[src/rtl/systolic_pkg.sv]
`default_nettype none
// ============================================================================
// Module : systolic_pkg
// Brief  : Width helpers shared by the systolic result-drain logic.
// Rev    : 1.0  initial release
// ============================================================================
package systolic_pkg;

   // $clog2 returns 0 for a range of 1; a zero-width vector is not legal
   function automatic int clog2_min1(input int value);
      int w;
      w = $clog2(value);
      return (w < 1) ? 1 : w;
   endfunction

   function automatic int addr_width(input int m, input int n1);
      return clog2_min1((m * m) / n1);
   endfunction

   function automatic int ctr_width(input int range_n);
      return clog2_min1(range_n);
   endfunction

endpackage
`default_nettype wire

[src/rtl/drain_lane_ctr.sv]
`default_nettype none
// ============================================================================
// Module : drain_lane_ctr
// Brief  : One result-row lane: beat/column-tile/row-tile counters, bank
//          address generation and registered write port.
// Rev    : 1.0  initial release
// ============================================================================
module drain_lane_ctr
   import systolic_pkg::*;
#(
   parameter int D_W_ACC = 16,
   parameter int N1      = 4,
   parameter int N2      = 4,
   parameter int M       = 8,
   parameter int ADDR_W  = addr_width(M, N1)
) (
   input  logic               clk,
   input  logic               rst,
   input  logic               clear,
   input  logic [D_W_ACC-1:0] d,
   input  logic               valid,
   output logic               wr_en,
   output logic [ADDR_W-1:0]  wr_addr,
   output logic [D_W_ACC-1:0] wr_data,
   output logic               lane_last
);

   localparam int c_KW = ctr_width(N2);
   localparam int c_CW = ctr_width(M / N2);
   localparam int c_RW = ctr_width(M / N1);

   localparam logic [c_KW-1:0] c_K_MAX = c_KW'(N2 - 1);
   localparam logic [c_CW-1:0] c_C_MAX = c_CW'((M / N2) - 1);
   localparam logic [c_RW-1:0] c_R_MAX = c_RW'((M / N1) - 1);

   logic [c_KW-1:0]    r_k;
   logic [c_CW-1:0]    r_c;
   logic [c_RW-1:0]    r_r;
   logic               r_wr_en;
   logic [ADDR_W-1:0]  r_wr_addr;
   logic [D_W_ACC-1:0] r_wr_data;

   logic              w_k_max;
   logic              w_c_max;
   logic              w_r_max;
   logic              w_beat;
   logic [ADDR_W-1:0] w_addr;

   assign w_k_max = (r_k == c_K_MAX);
   assign w_c_max = (r_c == c_C_MAX);
   assign w_r_max = (r_r == c_R_MAX);
   assign w_beat  = valid && !clear;

   // Columns arrive highest-first within a tile, hence the N2-1-k term
   assign w_addr = ADDR_W'(int'(r_r) * M + int'(r_c) * N2 + (N2 - 1) - int'(r_k));

   always_ff @(posedge clk or negedge rst) begin
      if (!rst) begin
         r_k       <= '0;
         r_c       <= '0;
         r_r       <= '0;
         r_wr_en   <= 1'b0;
         r_wr_addr <= '0;
         r_wr_data <= '0;
      end else begin
         r_wr_en <= 1'b0;
         if (clear) begin
            r_k <= '0;
            r_c <= '0;
            r_r <= '0;
         end else if (valid) begin
            r_wr_en   <= 1'b1;
            r_wr_addr <= w_addr;
            r_wr_data <= d;
            if (w_k_max) begin
               r_k <= '0;
               if (w_c_max) begin
                  r_c <= '0;
                  r_r <= w_r_max ? '0 : r_r + 1'b1;
               end else begin
                  r_c <= r_c + 1'b1;
               end
            end else begin
               r_k <= r_k + 1'b1;
            end
         end
      end
   end

   assign wr_en     = r_wr_en;
   assign wr_addr   = r_wr_addr;
   assign wr_data   = r_wr_data;
   assign lane_last = w_beat && w_k_max && w_c_max && w_r_max;

endmodule
`default_nettype wire

[src/rtl/systolic_drain.sv]
`default_nettype none
// ============================================================================
// Module : systolic_drain
// Brief  : Drains skewed systolic-array result rows into N1 result banks and
//          signals completion of each full MxM matrix.
// Rev    : 1.0  initial release
// ============================================================================
module systolic_drain
   import systolic_pkg::*;
#(
   parameter int D_W_ACC = 16,
   parameter int N1      = 4,
   parameter int N2      = 4,
   parameter int M       = 8,
   localparam int ADDR_W = addr_width(M, N1)
) (
   input  logic               clk,
   input  logic               rst,
   input  logic               clear,
   input  logic [D_W_ACC-1:0] D       [N1],
   input  logic [N1-1:0]      valid_D,
   output logic [N1-1:0]      wr_en,
   output logic [ADDR_W-1:0]  wr_addr [N1],
   output logic [D_W_ACC-1:0] wr_data [N1],
   output logic               busy,
   output logic               done
);

   logic [N1-1:0] w_lane_last;
   logic [N1-1:0] r_flags;
   logic          r_busy;
   logic          r_done;
   logic          w_fire;

   generate
      for (genvar gi = 0; gi < N1; gi++) begin : g_lane
         drain_lane_ctr #(
            .D_W_ACC (D_W_ACC),
            .N1      (N1),
            .N2      (N2),
            .M       (M),
            .ADDR_W  (ADDR_W)
         ) u_lane (
            .clk       (clk),
            .rst       (rst),
            .clear     (clear),
            .d         (D[gi]),
            .valid     (valid_D[gi]),
            .wr_en     (wr_en[gi]),
            .wr_addr   (wr_addr[gi]),
            .wr_data   (wr_data[gi]),
            .lane_last (w_lane_last[gi])
         );
      end
   endgenerate

   assign w_fire = &r_flags;

   // A lane finishing a new matrix in the firing cycle keeps its fresh flag
   always_ff @(posedge clk or negedge rst) begin
      if (!rst) begin
         r_flags <= '0;
         r_busy  <= 1'b0;
         r_done  <= 1'b0;
      end else if (clear) begin
         r_flags <= '0;
         r_busy  <= 1'b0;
         r_done  <= 1'b0;
      end else begin
         r_done  <= w_fire;
         r_flags <= (w_fire ? '0 : r_flags) | w_lane_last;
         if (w_fire) begin
            r_busy <= 1'b0;
         end else if (|valid_D) begin
            r_busy <= 1'b1;
         end
      end
   end

   assign busy = r_busy;
   assign done = r_done;

endmodule
`default_nettype wire

[config.mk]
export PLATFORM = sky130hd
export DESIGN_NAME = systolic_drain
export DESIGN_NICKNAME = d
export VERILOG_FILES = /design/src/rtl/systolic_pkg.sv /design/src/rtl/drain_lane_ctr.sv /design/src/rtl/systolic_drain.sv
export SDC_FILE = /design/constraint.sdc
export NUM_CORES = 1
export LEC_CHECK = 0
export CORE_ASPECT_RATIO = 1.5
export CORE_MARGIN = 3
export CORE_UTILIZATION = 48
export DETAILED_ROUTE_END_ITERATION = 8
export PLACE_DENSITY = 0.86
export RECOVER_POWER = 25
export SYNTH_ARGS = -nofsm -noshare
export SYNTH_HDL_FRONTEND = slang
export SYNTH_SLANG_ARGS = --single-unit
[constraint.sdc]
create_clock -name clk -period 2.4 [get_ports clk]
set_clock_uncertainty 0.05 [all_clocks]
set_input_delay 0.48 -clock clk [delete_from_list [all_inputs] [get_ports clk]]
set_output_delay 0.48 -clock clk [all_outputs]
set_load 0.01 [all_outputs]
==> results.cfg <==
[critical_path]
reg2reg_slack_ns = 1.13
cp_max_fo = 2
crit_path_top_delay_cell = clkdlybuf4s50_1
crit_family = buffers and inverters
reg2reg_from = g_lane[0].u_lane.r_k[0]
critPathCaptureType = output port
crit_chain = clkdlybuf4s50_1
critPathLaunch = g_lane[3].u_lane.wr_addr[3]
critical_path_class = register to output port
cp-start-kind = register
cp_slowest_stage_delay_ns = 0.58
critical_path_arrival_ns = 1.27
cp.required_ns = 1.87
path_buf_inv = 1
r2r_cells = 3
rr_endpoint = g_lane[0].u_lane.r_r

[cts]
cts_setup_buffers = 0
clk_latency_ns = 0.34
cts_tree = yes
cts_inserted_buffers = 9
cts_root_buf = clkbuf_16
clockBufferDepth = 2
cts_resized = 0
htreeDepth = 3
numClockSinks = 106
cts-hold-fix-buffers = 0
clk_pin_slew_ns = 0.06

[global_routing]
grt_max_degree = 54
antenna_found_initial = 0
gr-total-overflow = 0
gr-usage-all-layers = 0.198
grt_pass1_wl_um = 14900
grt_pass1_vias = 3064

[die]
core_area_um2 = 8460
die-area_um2 = 9960
initial_core_util = 0.498
die_w_um = 82.5
die_h_um = 121
rows = 41
io_pins = 157

[route]
drtPass1Iterations = 4
vias = 2797
vias_per_cell = 5.07
drtIter0Drc = 132
wl_per_cell_um = 16.6
route.detailed.drc = 0
antenna_left = 0
drt_wl_total_um = 9190

[placed_design]
gp_congestion = 0.685
dp.cells = 536
port_buffers = 156
dp_hpwl_um = 6800

[timing]
min_period_ns = 1.80
fin_crit_sh = 0.749
maxSlewViolCount = 0
fmax_mhz = 557
rsz0062_at_grt = false
relSlewSlack = 0.132
worstMarginPinSlew_ns = 1.30
finalHoldViolCount = 0
fin_tns_setup_ns = 0
finalSetupViolations = 0

[final_layout]
nets = 515
seq_area_um2 = 2650
final_cell_mix = clkdlybuf4s50_1 (155), dfrtp_1 (106), mux2_2 (72)
drive_above_1_share = 0.247
final-instance-count-excl-fill = 552
final_common_cell = clkdlybuf4s50_1
syn_to_final_growth_pct = 47.6
nFillCells = 581
antenna_cells = 0
multi_input_area_um2 = 1400

[synth]
syn_inst = 278
synth_mux_area_frac = 0.232
synth_fa_ha_area_frac = 0.0119
avgSynthCellArea_um2 = 15.2
synth.distinct_cells = 23
synth_top_cell_by_area = dfrtp_1
ys_seq_area_frac = 0.629
synth_top_family_by_area = multiplexers
synthXorXnorAreaFrac = 0.00831
syn_area_um2 = 4210
syn_nets = 353
yosysWarnings = 0
synth_area_leaders = dfrtp_1 (63%), mux2_2 (19%), mux2i_1 (2.9%)
ys_ff_latch = 106
synth-simple-area-share = 0.0517
synth-compound-area-share = 0.0282
synth_top_area_frac = 0.629

[pwr]
finalPower_w = 0.00442
ir_drop_mv = 0.687
power_density_nw_per_um2 = 711
p_leak_nw = 2.73

[status]
status = finished, final reports clean

[worst_hold_path]
hold_path.class = input port to asynchronous set/reset pin

[flow_run]
cap_violations = 0
==> registers in the layout, summed over array words and instances, names as in the netlist <==
signal,cells
g_lane.u_lane.wr_data,64
g_lane.u_lane.r_k,8
r_flags,4
g_lane.u_lane.wr_addr,16
busy,1
done,1
g_lane.u_lane.wr_en,4
g_lane.u_lane.r_r,4
g_lane.u_lane.r_c,4
==> logic make-up (layout without fill, tap and decap cells) <==
group	count (synthesis)	count (layout)
DFF	106	106
muxes	88	88
and+or+nand+nor	35	35
buffers and inverters	27	194
AOI/OAI and AO/OA	14	14
adders and majority gates	4	4
xor gates and xnor gates	4	4
==> synthesized netlist by cell type <==
cell type and count:
nand4_1 1, nor2_1 13, dfrtp_1 106, a21bo_2 4, ha_1 4, mux2i_1 12, a22o_1 4, nand3_1 4
mux2_2 72, xnor2_1 4, buf_6 1, a21oi_1 4, mux2_1 4, buf_4 13, a41oi_2 1, inv_1 8
or4_1 1, buf_2 5, nand3b_1 4, and3_1 4, nor2b_1 4, nor2b_4 4, o21a_1 1
==> cell type report <==
type | count | share of cell area
Clock buffer | 14 | 0.0441
Sequential cell | 106 | 0.426
Clock inverter | 2 | 0.00161
Timing Repair Buffer | 170 | 0.277
Multi-Input combinational cell | 145 | 0.225
Inverter | 8 | 0.00483
Tap cell | 107 | 0.0215
==> routing by layer <==
layer | track usage | vias to the layer above | wire [um]
li1 | - | 1281 | -
met2 | 0.341 | 95 | 4980
met4 | 0.107 | 0 | 314
met1 | 0.222 | 1399 | 3340
met5 | 0 | - | 0
met3 | 0.0417 | 22 | 550
==> report_power, final <==
group	switching, W	total, W	internal (W)
Clock	0.000600	0.00139	0.000786
Combinational	0.000341	0.000941	0.000601
Sequential	0.000108	0.00209	0.00199
Total	0.00105	0.00442	0.00337
==> worst max-delay path by stage <==
stage | to | slack, ns | cells after the start
3_5_place_dp | g_lane[0].u_lane.wr_data[7] | 0.30 | 5
5_1_grt | g_lane[1].u_lane.wr_addr[1] | 0.35 | 2
6_report | wr_addr[3] | 0.60 | 1
4_1_cts | wr_data[3] | 0.58 | 1
2_1_floorplan | g_lane[1].u_lane.wr_data[0] | 0.91 | 4
3_3_place_gp | g_lane[0].u_lane.wr_data[11] | 0.33 | 5
==> per-stage QoR <==
step / setup slack (ns) / utilization / area, um^2 / hold slack, ns
floorplan: 0.914 / - / 4210 / 0.134
global placement: 0.332 / 0.703 / 5950 / 0.417
detailed placement: 0.302 / 0.703 / 5950 / 0.424
CTS: 0.577 / 0.737 / 6240 / 0.147
global route: 0.352 / 0.735 / 6220 / 0.460
finish: 0.603 / 0.735 / 6220 / 0.378
Power figures use the tool's default switching activity.
